### config.mk
export PLATFORM = sky130hd
export DESIGN_NAME = acq_stream_router
export DESIGN_NICKNAME = d
export VERILOG_FILES = /design/src/rtl/acq_stream_router.sv
export SDC_FILE = /design/constraint.sdc
export NUM_CORES = 1
export LEC_CHECK = 0
export BUFFER_PORTS_ARGS = -buffer_cell sky130_fd_sc_hd__buf_4
export CORE_ASPECT_RATIO = 1.1
export CORE_MARGIN = 4
export CORE_UTILIZATION = 40
export CTS_BUF_LIST = sky130_fd_sc_hd__clkbuf_8
export DETAILED_ROUTE_END_ITERATION = 12
export REMOVE_ABC_BUFFERS = 1
export SETUP_SLACK_MARGIN = 0.15
export SYNTH_ARGS = -nofsm -noshare
export SYNTH_HDL_FRONTEND = slang
export SYNTH_SLANG_ARGS = --single-unit
export TNS_END_PERCENT = 50
### constraint.sdc
create_clock -name clk -period 6 [get_ports clk]
set_input_delay 1.2 -clock clk [delete_from_list [all_inputs] [get_ports clk]]
set_output_delay 1.2 -clock clk [all_outputs]
set_load 0.01 [all_outputs]
### src/rtl/acq_stream_router.sv
// Acquisition front-end: synchronises the ADC chip-select and start button, then fans
// selected source channels (or an internal ramp) out to NOUT lock-step, block-framed streams.
module acq_stream_router #(
  parameter int NCH      = 4,
  parameter int NOUT     = 2,
  parameter int DW       = 16,
  parameter int BLOCK    = 256,
  parameter int DEB_BITS = 24
) (
  input  logic                 clk,
  input  logic                 rst,
  input  logic                 btn_start,
  input  logic                 cs_in,
  input  logic [NCH*DW-1:0]    ch_data,
  input  logic                 cfg_valid,
  input  logic [NOUT*8-1:0]    cfg_sel,
  input  logic [NOUT-1:0]      fifo_full,
  output logic [NOUT*DW-1:0]   out_data,
  output logic [NOUT-1:0]      out_wr,
  output logic                 out_sof,
  output logic                 running,
  output logic [15:0]          drop_cnt
);
  localparam int IW = $clog2(BLOCK);
  localparam logic [DEB_BITS-1:0] LOCK_LEN = DEB_BITS'(1) << (DEB_BITS - 1);

  typedef enum logic [1:0] {S_IDLE = 2'd0, S_RUN = 2'd1, S_STOP = 2'd2} state_t;

  state_t                state_q, state_d;
  logic                  b_s1_q, b_s2_q, b_s3_q, press_q, press_d;
  logic [DEB_BITS-1:0]   lock_q, lock_d;
  logic                  cs_f_q, cs_ff_q, stb_q, stb_d;
  logic [IW-1:0]         idx_q, idx_d;
  logic [DW-1:0]         ramp_q, ramp_d;
  logic [15:0]           drop_q, drop_d;
  logic [NOUT*8-1:0]     sel_q, sel_d, pend_q, pend_d, sel_use;
  logic                  pend_flag_q, pend_flag_d;
  logic [NOUT*DW-1:0]    out_data_q, out_data_d;
  logic [NOUT-1:0]       out_wr_q, out_wr_d;
  logic                  out_sof_q, out_sof_d, running_q, running_d;
  logic                  qstb, wr, any_full, idx_zero, idx_last, bnd_load;
  logic [7:0]            src;

  assign any_full = |fifo_full;
  assign qstb     = stb_q & (state_q != S_IDLE);
  assign wr       = qstb & ~any_full;
  assign idx_zero = (idx_q == '0);
  assign idx_last = (idx_q == IW'(BLOCK - 1));
  // Pending selection lands on the first write of a block, or whenever idle
  assign bnd_load = pend_flag_q & ((wr & idx_zero) | (state_q == S_IDLE));
  assign sel_use  = bnd_load ? pend_q : sel_q;

  always_comb begin
    press_d     = b_s2_q & ~b_s3_q & (lock_q == '0);
    lock_d      = press_d ? LOCK_LEN : ((lock_q != '0) ? lock_q - DEB_BITS'(1) : lock_q);
    stb_d       = cs_f_q & ~cs_ff_q;
    idx_d       = wr ? idx_q + IW'(1) : idx_q;
    ramp_d      = qstb ? ramp_q + DW'(1) : ramp_q;
    drop_d      = (qstb & any_full & (drop_q != 16'hFFFF)) ? drop_q + 16'd1 : drop_q;
    sel_d       = sel_use;
    pend_d      = cfg_valid ? cfg_sel : pend_q;
    pend_flag_d = cfg_valid | (pend_flag_q & ~bnd_load);
    out_wr_d    = {NOUT{wr}};
    out_sof_d   = wr & idx_zero;
    out_data_d  = out_data_q;
    running_d   = (state_q != S_IDLE);
    src         = '0;
    if (wr) begin
      for (int k = 0; k < NOUT; k++) begin
        src = sel_use[k*8 +: 8];
        if (int'(src) < NCH) out_data_d[k*DW +: DW] = ch_data[int'(src)*DW +: DW];
        else                 out_data_d[k*DW +: DW] = ramp_q;
      end
    end
  end

  always_comb begin
    state_d = state_q;
    case (state_q)
      S_IDLE: if (press_q) state_d = S_RUN;
      S_RUN: begin
        // A press that lands on a block boundary stops at once; otherwise finish the block
        if (press_q) begin
          if ((idx_zero & ~wr) | (wr & idx_last)) state_d = S_IDLE;
          else                                    state_d = S_STOP;
        end
      end
      S_STOP: if (wr & idx_last) state_d = S_IDLE;
      default: state_d = S_IDLE;
    endcase
  end

  always_ff @(posedge clk) begin
    if (rst) begin
      state_q     <= S_IDLE;
      b_s1_q      <= 1'b0;
      b_s2_q      <= 1'b0;
      b_s3_q      <= 1'b0;
      press_q     <= 1'b0;
      lock_q      <= '0;
      cs_f_q      <= 1'b0;
      cs_ff_q     <= 1'b0;
      stb_q       <= 1'b0;
      idx_q       <= '0;
      ramp_q      <= '0;
      drop_q      <= '0;
      pend_q      <= '0;
      pend_flag_q <= 1'b0;
      out_data_q  <= '0;
      out_wr_q    <= '0;
      out_sof_q   <= 1'b0;
      running_q   <= 1'b0;
      for (int k = 0; k < NOUT; k++) sel_q[k*8 +: 8] <= 8'(k % NCH);
    end else begin
      state_q     <= state_d;
      b_s1_q      <= btn_start;
      b_s2_q      <= b_s1_q;
      b_s3_q      <= b_s2_q;
      press_q     <= press_d;
      lock_q      <= lock_d;
      cs_f_q      <= cs_in;
      cs_ff_q     <= cs_f_q;
      stb_q       <= stb_d;
      idx_q       <= idx_d;
      ramp_q      <= ramp_d;
      drop_q      <= drop_d;
      sel_q       <= sel_d;
      pend_q      <= pend_d;
      pend_flag_q <= pend_flag_d;
      out_data_q  <= out_data_d;
      out_wr_q    <= out_wr_d;
      out_sof_q   <= out_sof_d;
      running_q   <= running_d;
    end
  end

  assign out_data = out_data_q;
  assign out_wr   = out_wr_q;
  assign out_sof  = out_sof_q;
  assign running  = running_q;
  assign drop_cnt = drop_q;
endmodule

==> metrics.yaml, run 1 <==
fin_nets: 1043
avgViaCountPerCell: 5.72
num_rows: 51
ys_dominant_reg_cell: "dfxtp_1"
setup_violations: 0
numCtsBuffers: 17
fin_cells: 1202
avgSynthCellArea_um2: 8.64
p_per_area_mw_per_mm2: 296
ios: 139
track_usage: 0.211
rsz0062_at_grt: "no"
holdCritPathClass: "flip-flop to flip-flop"
skew_ns: 0.0108
syn_inst: 853
p_leak_nw: 3.53
numPortBuffers: 138
crit_type: "input port to flip-flop"
crit_fanout: 20
grt_pass1_wl_mm: 34.5
drc: 0
syn_to_final_growth_pct: 21.1
yosysMostFrequentCell: "dfxtp_1"
synth_top_area_share: 0.383
synth_seq_cells: 141
async_reset_ff_frac: 0
dp.cells: 1170
n_fill_cell: 1780
cts_buffer_depth: 2
netlist_area_mm2: 0.00737
slowest_stage: "nor2b_1"
htreeDepth: 4
grt_max_degree: 87
antennaDiodeCount: 0
relSlewSlack: 0.375
cts_tree: "built"
drive_gt1_frac: 0.212
postCtsResizedCells: 0
fin_crit_sh: 0.634
coreArea_mm2: 0.0179
yosys.area.top_type: "dfxtp_1"
grt_pass1_vias: 6488
cp_num_buf_inv: 2
initial_core_util: 0.411
crit_top_cell: "buf_4"
path_clk_slew_ns: 0.08
max_freq_mhz: 263
synth-edff-count: 0
yosys-top-cells-count: "141 x dfxtp_1, 96 x nor2_1, 65 x o31ai_1, 50 x nand2_1, 44 x clkbuf_1"
setup_tns_ns: 0
fin_crit_ns: 3.80
cts_root_buffer: "clkbuf_8"
clock_latency_ns: 0.45
setup.worst_path.end_class: "flip-flop"
firstDrtPassIters: 6
start_kind: "input port"
maxSlewViolCount: 0
status: "finished clean"
place_congestion: 0.835
crit_family: "simple AND/OR/NAND/NOR gates"
hpwl_mm: 14.9
peakVddDrop_mv: 0.310
totalPowerFinal_mw: 2.64
yosysWarnings: 0
slowest_delay_ns: 0.69
die_h_um: 150
cts_hold_buf: 0
numClockSinks: 141
die_area_mm2: 0.0207
worstMarginPinSlew_ns: 0.938
drt_iter0_drc: 406
cp.arrival_ns: 4.20
max_cap_viol_count: 0
synth_cell_type_count: 53
grt.overflow.total: 0
antenna_found_initial: 0
crit_chain: "buf_4 -> nand4bb_1 -> o31a_2 -> mux2_2 -> nor2b_1 -> buf_4 -> a31o_2"
dr_total_vias: 6875
wirelength_mm: 22.0
netlist_top_cells_area: "dfxtp_1 38%, o31ai_1 6.6%, nor2_1 4.9%, a221o_1 4.3%, xnor2_1 4.2%"
die_w_um: 137
crit_required_ns: 6.40
wl_per_cell_um: 18.3
ant_nets: 0
timing.final.hold_violations: 0
yosysSeqAreaShare: 0.383
post_cts_buffers: 0
-- metrics by stage --
stage / area (um2) / hold slack (ns) / utilization / worst slack [ns]
6_report: 8930 / 0.394 / 0.498 / 2.20
5_1_grt: 8930 / 0.413 / 0.498 / 2.07
4_1_cts: 8930 / 0.397 / 0.498 / 2.26
3_5_place_dp: 8490 / 0.386 / 0.473 / 1.75
3_3_place_gp: 8490 / 0.369 / 0.473 / 1.83
2_1_floorplan: 7040 / 0.367 / - / 2.09
-- kinds of logic (layout without fill, tap and decap cells) --
logic type | Yosys count | in the layout | share of synthesized area
AOI/OAI and AO/OA | 238 | 238 | 0.252
xor gates and xnor gates | 51 | 51 | 0.0606
adders and majority gates | 5 | 5 | 0.00849
buffers and inverters | 112 | 223 | 0.0659
DFF | 141 | 141 | 0.383
muxes | 34 | 34 | 0.0472
and+or+nand+nor | 272 | 272 | 0.183
-- worst paths after layout --
| path | startpoint | to | slack (ns) | cells past startpoint |
|---|---|---|---|---|
| min reg2reg | cs_ff_q$_SDFF_PP0_ | stb_q$_SDFF_PP0_ | 0.39 | 1 |
| min | cs_ff_q$_SDFF_PP0_ | stb_q$_SDFF_PP0_ | 0.39 | 1 |
| max reg2reg | idx_q[0]$_SDFFE_PP0P_ | out_data[0]$_SDFFE_PP0P_ | 2.40 | 8 |
| max | fifo_full[0] | out_data[1]$_SDFFE_PP0P_ | 2.20 | 7 |
-- report_power, final --
group	switching (mW)	total, mW	leakage [nW]	internal [mW]
sequential	0.0755	1.09	1.14	1.01
combinational	0.413	0.703	2.17	0.290
clock	0.388	0.853	0.217	0.465
-- final cells by class --
cell class / count / area [um2] / share of cell area
repair buffers: 149 / 1120 / 0.125
clock buffers: 18 / 248 / 0.0277
inverters: 42 / 158 / 0.0177
well taps: 238 / 298 / 0.0334
flip-flops and latches: 141 / 2820 / 0.316
clock inverters: 14 / 191 / 0.0214
multi-input cells: 600 / 4090 / 0.458
-- worst reg2reg max path, stage by stage (launching register included) --
cell and delay (ns):
dfxtp_1 0.36, inv_1 0.07, ha_1 0.13, or4b_1 0.64
o211a_1 0.58, or3_1 0.77, buf_4 0.34, a221o_1 0.38
a31o_2 0.24
-- cell usage in the layout, fill, tap and decap left out, drive strengths merged, types with 3 or more instances in the layout --
master    Yosys  final
or4           7      7
and4          4      4
nor4         19     19
clkinv        0      3
mux2i        28     28
clkbuf       44     18
xnor2        35     35
ha            5      5
nand2        50     50
xor2         16     16
nor3         21     21
or2           4      4
mux2          6      6
a21boi       32     32
a221o        32     32
or3          12     12
clkinvlp      0      3
a21oi        14     14
nand4         7      7
o21ai        11     11
nand2b        4      4
a31o         35     35
bufinv        0      4
inv          42     46
o211ai       37     37
buf          26    149
nor2b        15     15
o31ai        65     65
nand3        20     20
dfxtp       141    141
nor2         96     96
-- routing by layer --
metal,GRT usage,vias to the layer above,share of wire
met4,0.0674,0,0.020
met5,0,-,0
met2,0.324,264,0.45
li1,-,3325,-
met3,0.0458,39,0.081
met1,0.297,3247,0.45
-- flip-flops by register name (all words and copies together), names as in the netlist --
register,count
b_s1_q,1
b_s2_q,1
b_s3_q,1
cs_f_q,1
cs_ff_q,1
drop_cnt,16
idx_q,8
lock_q,24
out_data,32
out_sof,1
out_wr,1
pend_flag_q,1
pend_q,16
press_q,1
ramp_q,16
running,1
sel_q,16
state_q,2
stb_q,1
(Power assumes the default switching activity.)
==> run 2: changes to the inputs <==
--- a/config.mk
+++ b/config.mk
@@ -5,6 +5,7 @@
 export SDC_FILE = /design/constraint.sdc
 export NUM_CORES = 1
 export LEC_CHECK = 0
+export ABC_AREA = 1
 export BUFFER_PORTS_ARGS = -buffer_cell sky130_fd_sc_hd__buf_4
 export CORE_ASPECT_RATIO = 1.1
 export CORE_MARGIN = 4
==> constraint.sdc (replaced) <==
create_clock -name clk -period 3.95 [get_ports clk]
set_input_delay 0.79 -clock clk [delete_from_list [all_inputs] [get_ports clk]]
set_output_delay 0.79 -clock clk [all_outputs]
set_load 0.01 [all_outputs]
==> run 2 against run 1 <==
- flip-flop and latch count unchanged
- clock skew rose by 0.012 ns
- sequential power is 50% higher
- register-to-register slack got worse by 1.5 ns
- worst setup slack lost 1.3 ns
- largest cell class unchanged
- first-iteration DRC count up 16%
- clock-buffer cell count is 1 lower
- combinational power grew 88%
- critical endpoint is now out_data[22]$_SDFFE_PP0P_
- largest power group unchanged
- critical path depth grew 7
- hold slack improved by 0.0011 ns
- total power is 58% higher
==> metrics.yaml, run 2 <==
fin_ws_ns: 0.854  # was 2.20 ns
numClockSinks: 141  # unchanged
peakVddDrop_mv: 0.322  # was 0.310 mV
yosys-top-cells-count: "313 x nand2_1, 237 x nor2_1, 182 x inv_1, 142 x nand3_1, 141 x dfxtp_1"  # was 141 x dfxtp_1, 96 x nor2_1, 65 x o31ai_1, 50 x nand2_1, 44 x clkbuf_1
dp_slack_ns: 0.389  # was 1.75 ns
max_cap_viol_count: 0  # unchanged
p_per_area_mw_per_mm2: 448  # was 296 mW/mm2
worstMarginPinSlew_ns: 0.954  # was 0.938 ns
firstDrtPassIters: 5  # was 6
fin_crit_sh: 0.784
cts_buffer_depth: 2  # unchanged
drt_iter0_drc: 471  # was 406
yosys.area.top_type: "dfxtp_1"  # unchanged
final_cell_mix: "313 x nand2_1, 237 x nor2_1, 182 x inv_1"  # was 149 x buf_4, 141 x dfxtp_1, 96 x nor2_1
placed_area_mm2: 0.00892  # was 0.00849 mm2
clock_latency_ns: 0.46  # was 0.45 ns
slowest_delay_ns: 0.58  # was 0.69 ns
ios: 139  # unchanged
avgViaCountPerCell: 4.81  # was 5.72
crit_fanout: 32  # was 20
num_rows: 53  # was 51
final_common_cell: "nand2_1"  # was buf_4
ys_dominant_reg_cell: "dfxtp_1"  # unchanged
synth_seq_cells: 141  # unchanged
path_clk_slew_ns: 0.09  # was 0.08 ns
holdCritPathClass: "flip-flop to flip-flop"  # unchanged
wl_met2_mm: 10.8  # was 9.81 mm
crit_required_ns: 4.26  # was 6.40 ns
crit_top_cell: "nor2_1"  # was buf_4
maxSlewViolCount: 0  # unchanged
syn_inst: 1272  # was 853
coreArea_mm2: 0.0191  # was 0.0179 mm2
die_w_um: 141  # was 137 um
hpwl_mm: 15.5  # was 14.9 mm
p_leak_nw: 4.73  # was 3.53 nW
netlist_area_mm2: 0.00777  # was 0.00737 mm2
dr_total_vias: 7910  # was 6875
yosysSeqAreaShare: 0.363  # was 0.383
relSlewSlack: 0.364  # was 0.375
cp_num_buf_inv: 1  # was 2
n_fill_cell: 2052  # was 1780
wl_met1_mm: 10.3  # was 10.0 mm
drc: 0  # unchanged
setup.worst_path.end_class: "flip-flop"  # unchanged
post_cts_buffers: 0  # unchanged
fin_crit_ns: 3.10
synth_top_area_share: 0.363  # was 0.383
track_usage: 0.209  # was 0.211
yosysWarnings: 0  # unchanged
numCtsBuffers: 17  # unchanged
yosysMostFrequentCell: "nand2_1"  # was dfxtp_1
syn_to_final_growth_pct: 20.1  # was 21.1%
cts_tree: "built"  # unchanged
topRoutingLayerUsed: "met4"  # unchanged
setup_violations: 0  # unchanged
antennaDiodeCount: 0  # unchanged
status: "finished clean"  # unchanged
dr_wl_met3_mm: 1.21  # was 1.78 mm
grt_pass1_vias: 7422  # was 6488
fin_nets: 1476  # was 1043
synth_cell_type_count: 40  # was 53
synth-edff-count: 0  # unchanged
rsz0062_at_grt: "no"  # unchanged
crit_family: "simple AND/OR/NAND/NOR gates"  # unchanged
cp.arrival_ns: 3.41  # was 4.20 ns
stdcell_area_mm2: 0.00933  # was 0.00893 mm2
wl_per_cell_um: 13.8  # was 18.3 um
timing.final.hold_violations: 0  # unchanged
cts_root_buffer: "clkbuf_8"  # unchanged
die_area_mm2: 0.0217  # was 0.0207 mm2
postCtsResizedCells: 0  # unchanged
setup_tns_ns: 0  # unchanged
max_freq_mhz: 323
grt_pass1_wl_mm: 36.9  # was 34.5 mm
async_reset_ff_frac: 0  # unchanged
crit_chain: "buf_4 -> or2_1 -> nor2_4 -> nand2_2 -> nand2_4 -> nand2_2 -> nand2_1 -> nand2_1 -> nor2_1 -> nand3_2 -> nor2_1 -> nor2_1 -> nor2_1 -> nor2_1"  # was buf_4 -> nand4bb_1 -> o31a_2 -> mux2_2 -> nor2b_1 -> buf_4 -> a31o_2
skew_ns: 0.0227  # was 0.0108 ns
slowest_stage: "nand3_2"  # was nor2b_1
crit_type: "input port to flip-flop"  # unchanged
htreeDepth: 4  # unchanged
initial_core_util: 0.407  # was 0.411
fin_util: 0.489  # was 0.498
start_kind: "input port"  # unchanged
netlist_top_cells_area: "dfxtp_1 36%, nand2_1 15%, nor2_1 11%, nand3_1 9.1%, inv_1 8.8%"  # was dfxtp_1 38%, o31ai_1 6.6%, nor2_1 4.9%, a221o_1 4.3%, xnor2_1 4.2%
place_congestion: 0.820  # was 0.835
cts_hold_buf: 0  # unchanged
drive_gt1_frac: 0.146  # was 0.212
die_h_um: 154  # was 150 um
antenna_found_initial: 0  # unchanged
avgSynthCellArea_um2: 6.11  # was 8.64 um2
wirelength_mm: 22.6  # was 22.0 mm
grt_max_degree: 72  # was 87
largest_register_ffs: 32  # unchanged
numPortBuffers: 138  # unchanged
ant_nets: 0  # unchanged
grt.overflow.total: 0  # unchanged
totalPowerFinal_mw: 4.18  # was 2.64 mW
==> run 2: path summary, 6_finish.rpt <==
kind | from | cells after the start | slack (ns) | end
worst max-delay path | fifo_full[1] | 14 | 0.85 | out_data[22]$_SDFFE_PP0P_
worst min-delay path | cs_ff_q$_SDFF_PP0_ | 1 | 0.39 | stb_q$_SDFF_PP0_
worst max register to register | idx_q[0]$_SDFFE_PP0P_ | 16 | 0.87 | out_data[5]$_SDFFE_PP0P_
worst min register to register | cs_ff_q$_SDFF_PP0_ | 1 | 0.39 | stb_q$_SDFF_PP0_
==> run 2: area by class of cell <==
cell class	instances	area, um2	area share
tap	247	309	0.0331
multi-input combinational	890	3980	0.426
timing repair buffer	148	1110	0.119
clock buffer	17	234	0.0251
inverter	186	698	0.0748
sequential	141	2820	0.303
clock inverter	15	176	0.0189
==> run 2: cell families after synthesis <==
kind of cell | count (synthesis) | share of synthesized area
adder cells (fa/ha/maj) | 5 | 0.00805
multiplexers | 1 | 0.00129
XOR/XNOR | 10 | 0.0113
AO/OA/AOI/OAI | 118 | 0.0809
AND/OR/NAND/NOR | 756 | 0.411
flip-flops | 141 | 0.363
buffers and inverters | 241 | 0.124
==> run 2: layer usage <==
layer,vias to the layer above,GRT usage
li1,4171,-
met1,3560,0.260
met2,152,0.360
met3,27,0.0470
met4,0,0.0623
met5,-,0
==> run 2: power breakdown <==
group,switching (mW),internal [mW],leakage [nW]
sequential,0.0927,1.54,1.15
combinational,0.842,0.473,3.37
clock,0.643,0.585,0.213
total,1.58,2.60,4.73
==> run 2: stage by stage <==
stage,std cells,hold slack [ns]
after detailed placement,1612,0.383
after global placement,1612,0.379
after CTS,1644,0.399
after floorplan,1217,0.374
final,1644,0.395
after global routing,1644,0.404
==> run 2: worst register-to-register path: cells and delay by family (launching register included) <==
family	cells	cell delay, ns
AND/OR/NAND/NOR	14	2.31
flip-flops	1	0.36
adder cells (fa/ha/maj)	1	0.19
buffers and inverters	1	0.08
==> run 3: changes to the inputs <==
==> constraint.sdc (replaced) <==
create_clock -name clk -period 2.5 [get_ports clk]
set_input_delay 0.5 -clock clk [delete_from_list [all_inputs] [get_ports clk]]
set_output_delay 0.5 -clock clk [all_outputs]
set_load 0.01 [all_outputs]
==> run 3 against run 2 <==
- critical path depth is 2 higher
- global-route usage is 0.22 points lower
- via count is 4.0% higher
- total power is 72% higher
- final cell count is 2.7% higher
- clock skew is 0.011 ns lower
- cell area is 8.8% higher
- register-to-register slack worse by 0.62 ns
- sequential share of layout area is 2.4 points lower
- clock-buffer cell count is 3 higher
- critical endpoint is now out_data[4]$_SDFFE_PP0P_
==> metrics.yaml, run 3 (synthesized netlist as in run 2, its figures left out) <==
status: "finished clean"  # unchanged
cts_tree: "built"  # unchanged
skew_ns: 0.0116  # was 0.0227 ns
cts_root_buffer: "clkbuf_8"  # unchanged
final_common_cell: "nand2_1"  # unchanged
fin_cells: 1688  # was 1644
firstDrtPassIters: 5  # unchanged
crit_fanout: 16  # was 32
num_rows: 53  # unchanged
final_cell_mix: "306 x nand2_1, 221 x nor2_1, 180 x inv_1"  # was 313 x nand2_1, 237 x nor2_1, 182 x inv_1
die_h_um: 154  # unchanged
drive_gt1_frac: 0.196  # was 0.146
drt_iter0_drc: 600  # was 471
numClockSinks: 141  # unchanged
timing.final.hold_violations: 0  # unchanged
cts_buffer_depth: 2  # unchanged
avgViaCountPerCell: 4.87  # was 4.81
crit_chain: "nor2_1 -> nand2_1 -> nor2_4 -> nand2_2 -> nand2_4 -> nand2_8 -> clkbuf_16 -> nand2_2 -> nand2_1 -> nor2_2 -> nand3_4 -> clkbuf_16 -> nor2_1 -> nor2_1 -> nor2_1 -> nor2_1"  # was buf_4 -> or2_1 -> nor2_4 -> nand2_2 -> nand2_4 -> nand2_2 -> nand2_1 -> nand2_1 -> nor2_1 -> nand3_2 -> nor2_1 -> nor2_1 -> nor2_1 -> nor2_1
coreArea_mm2: 0.0191  # unchanged
fin_crit_ns: 2.25
max_freq_mhz: 444
fin_ws_ns: 0.249  # was 0.854 ns
stdcell_area_mm2: 0.0102  # was 0.00933 mm2
maxSlewViolCount: 0  # unchanged
dr_total_vias: 8228  # was 7910
ant_nets: 0  # unchanged
start_kind: "flip-flop"  # was input port
place_congestion: 0.864  # was 0.820
die_w_um: 141  # unchanged
hpwl_mm: 16.1  # was 15.5 mm
grt_pass1_wl_mm: 37.1  # was 36.9 mm
holdCritPathClass: "input port to flip-flop"  # was flip-flop to flip-flop
fin_crit_sh: 0.900
rsz0062_at_grt: "yes"  # was no
placed_area_mm2: 0.00931  # was 0.00892 mm2
p_leak_nw: 5.07  # was 4.73 nW
clock_latency_ns: 0.45  # was 0.46 ns
dp_slack_ns: 0.0391  # was 0.389 ns
grt_max_degree: 36  # was 72
largest_register_ffs: 32  # unchanged
antenna_found_initial: 0  # unchanged
dp.cells: 1642  # was 1612
wirelength_mm: 23.8  # was 22.6 mm
setup.worst_path.end_class: "flip-flop"  # unchanged
grt.overflow.total: 0  # unchanged
cp.arrival_ns: 2.57  # was 3.41 ns
ios: 139  # unchanged
slowest_delay_ns: 0.34  # was 0.58 ns
setup_violations: 0  # unchanged
crit_top_cell: "nor2_1"  # unchanged
wl_per_cell_um: 14.1  # was 13.8 um
htreeDepth: 4  # unchanged
crit_required_ns: 2.82  # was 4.26 ns
drc: 0  # unchanged
path_clk_slew_ns: 0.09  # about the same
numPortBuffers: 138  # unchanged
track_usage: 0.207  # was 0.209
crit_type: "flip-flop to flip-flop"  # was input port to flip-flop
p_per_area_mw_per_mm2: 709  # was 448 mW/mm2
slowest_stage: "dfxtp_2"  # was nand3_2
fin_hold_ws_ns: 0.250  # was 0.395 ns
initial_core_util: 0.407  # unchanged
worstMarginPinSlew_ns: 0.569  # was 0.954 ns
antennaDiodeCount: 0  # unchanged
max_cap_viol_count: 0  # unchanged
numCtsBuffers: 17  # unchanged
die_area_mm2: 0.0217  # unchanged
relSlewSlack: 0.621  # was 0.364
fin_nets: 1520  # was 1476
peakVddDrop_mv: 0.741  # was 0.322 mV
grt_pass1_vias: 7670  # was 7422
syn_to_final_growth_pct: 30.7  # was 20.1%
[run 3: cell count changes in the layout (fill, tap and decap cells not counted), sizes merged]
cell | before | now
clkinvlp | 0 | 4
clkbuf | 17 | 28
inv | 193 | 187
bufinv | 2 | 4
buf | 148 | 184
clkinv | 6 | 3
[run 3: critical path, delay by kind of cell, from the launching register on]
family	cells	cell delay [ns]
buffers and inverters	2	0.40
AND/OR/NAND/NOR	14	1.37
flip-flops	1	0.34
[run 3: what timing repair did]
action	4_1_cts	5_1_grt
gates resized for setup	0	42
hold buffers	0	0
endpoints found under the hold margin	0	0
endpoints found under the setup margin	0	35
setup buffers	0	5
[run 3: final cells by class]
cell class              instances  area, um2
clock buffers                  20        275
multi-input cells             890       4100
clock inverters                12        185
repair buffers                192       1750
fillers                      1954       8950
flip-flops and latches        141       2830
well taps                     247        309
inverters                     186        698
[run 3: metal layers]
metal,routed length [um],track usage
met5,0,0
met4,397,0.0688
met3,1490,0.0460
met2,11600,0.346
met1,10300,0.263
[run 3: power breakdown]
| part | total (mW) | leakage, nW | switching (mW) | internal (mW) |
|---|---|---|---|---|
| logic | 2.49 | 3.71 | 1.45 | 1.04 |
| clock network | 2.12 | 0.218 | 0.943 | 1.18 |
| registers | 2.59 | 1.15 | 0.153 | 2.44 |
| total | 7.20 | 5.07 | 2.55 | 4.65 |
[run 3: final timing paths]
| path | startpoint | to | slack (ns) | depth (start not counted) |
|---|---|---|---|---|
| setup / recovery | idx_q[7]$_SDFFE_PP0P_ | out_data[4]$_SDFFE_PP0P_ | 0.25 | 16 |
| setup reg to reg | idx_q[7]$_SDFFE_PP0P_ | out_data[4]$_SDFFE_PP0P_ | 0.25 | 16 |
| hold reg to reg | cs_ff_q$_SDFF_PP0_ | stb_q$_SDFF_PP0_ | 0.39 | 1 |
| hold / removal | cs_in | cs_f_q$_SDFF_PP0_ | 0.25 | 3 |
[run 3: stage by stage]
step	TNS, ns	util	total power [mW]
final	0	0.532	7.20
after global routing	0	0.532	7.71
after CTS	0	0.511	7.07
after detailed placement	0	0.487	4.95
after global placement	0	0.487	4.93
after floorplan	-19.39	-	4.15
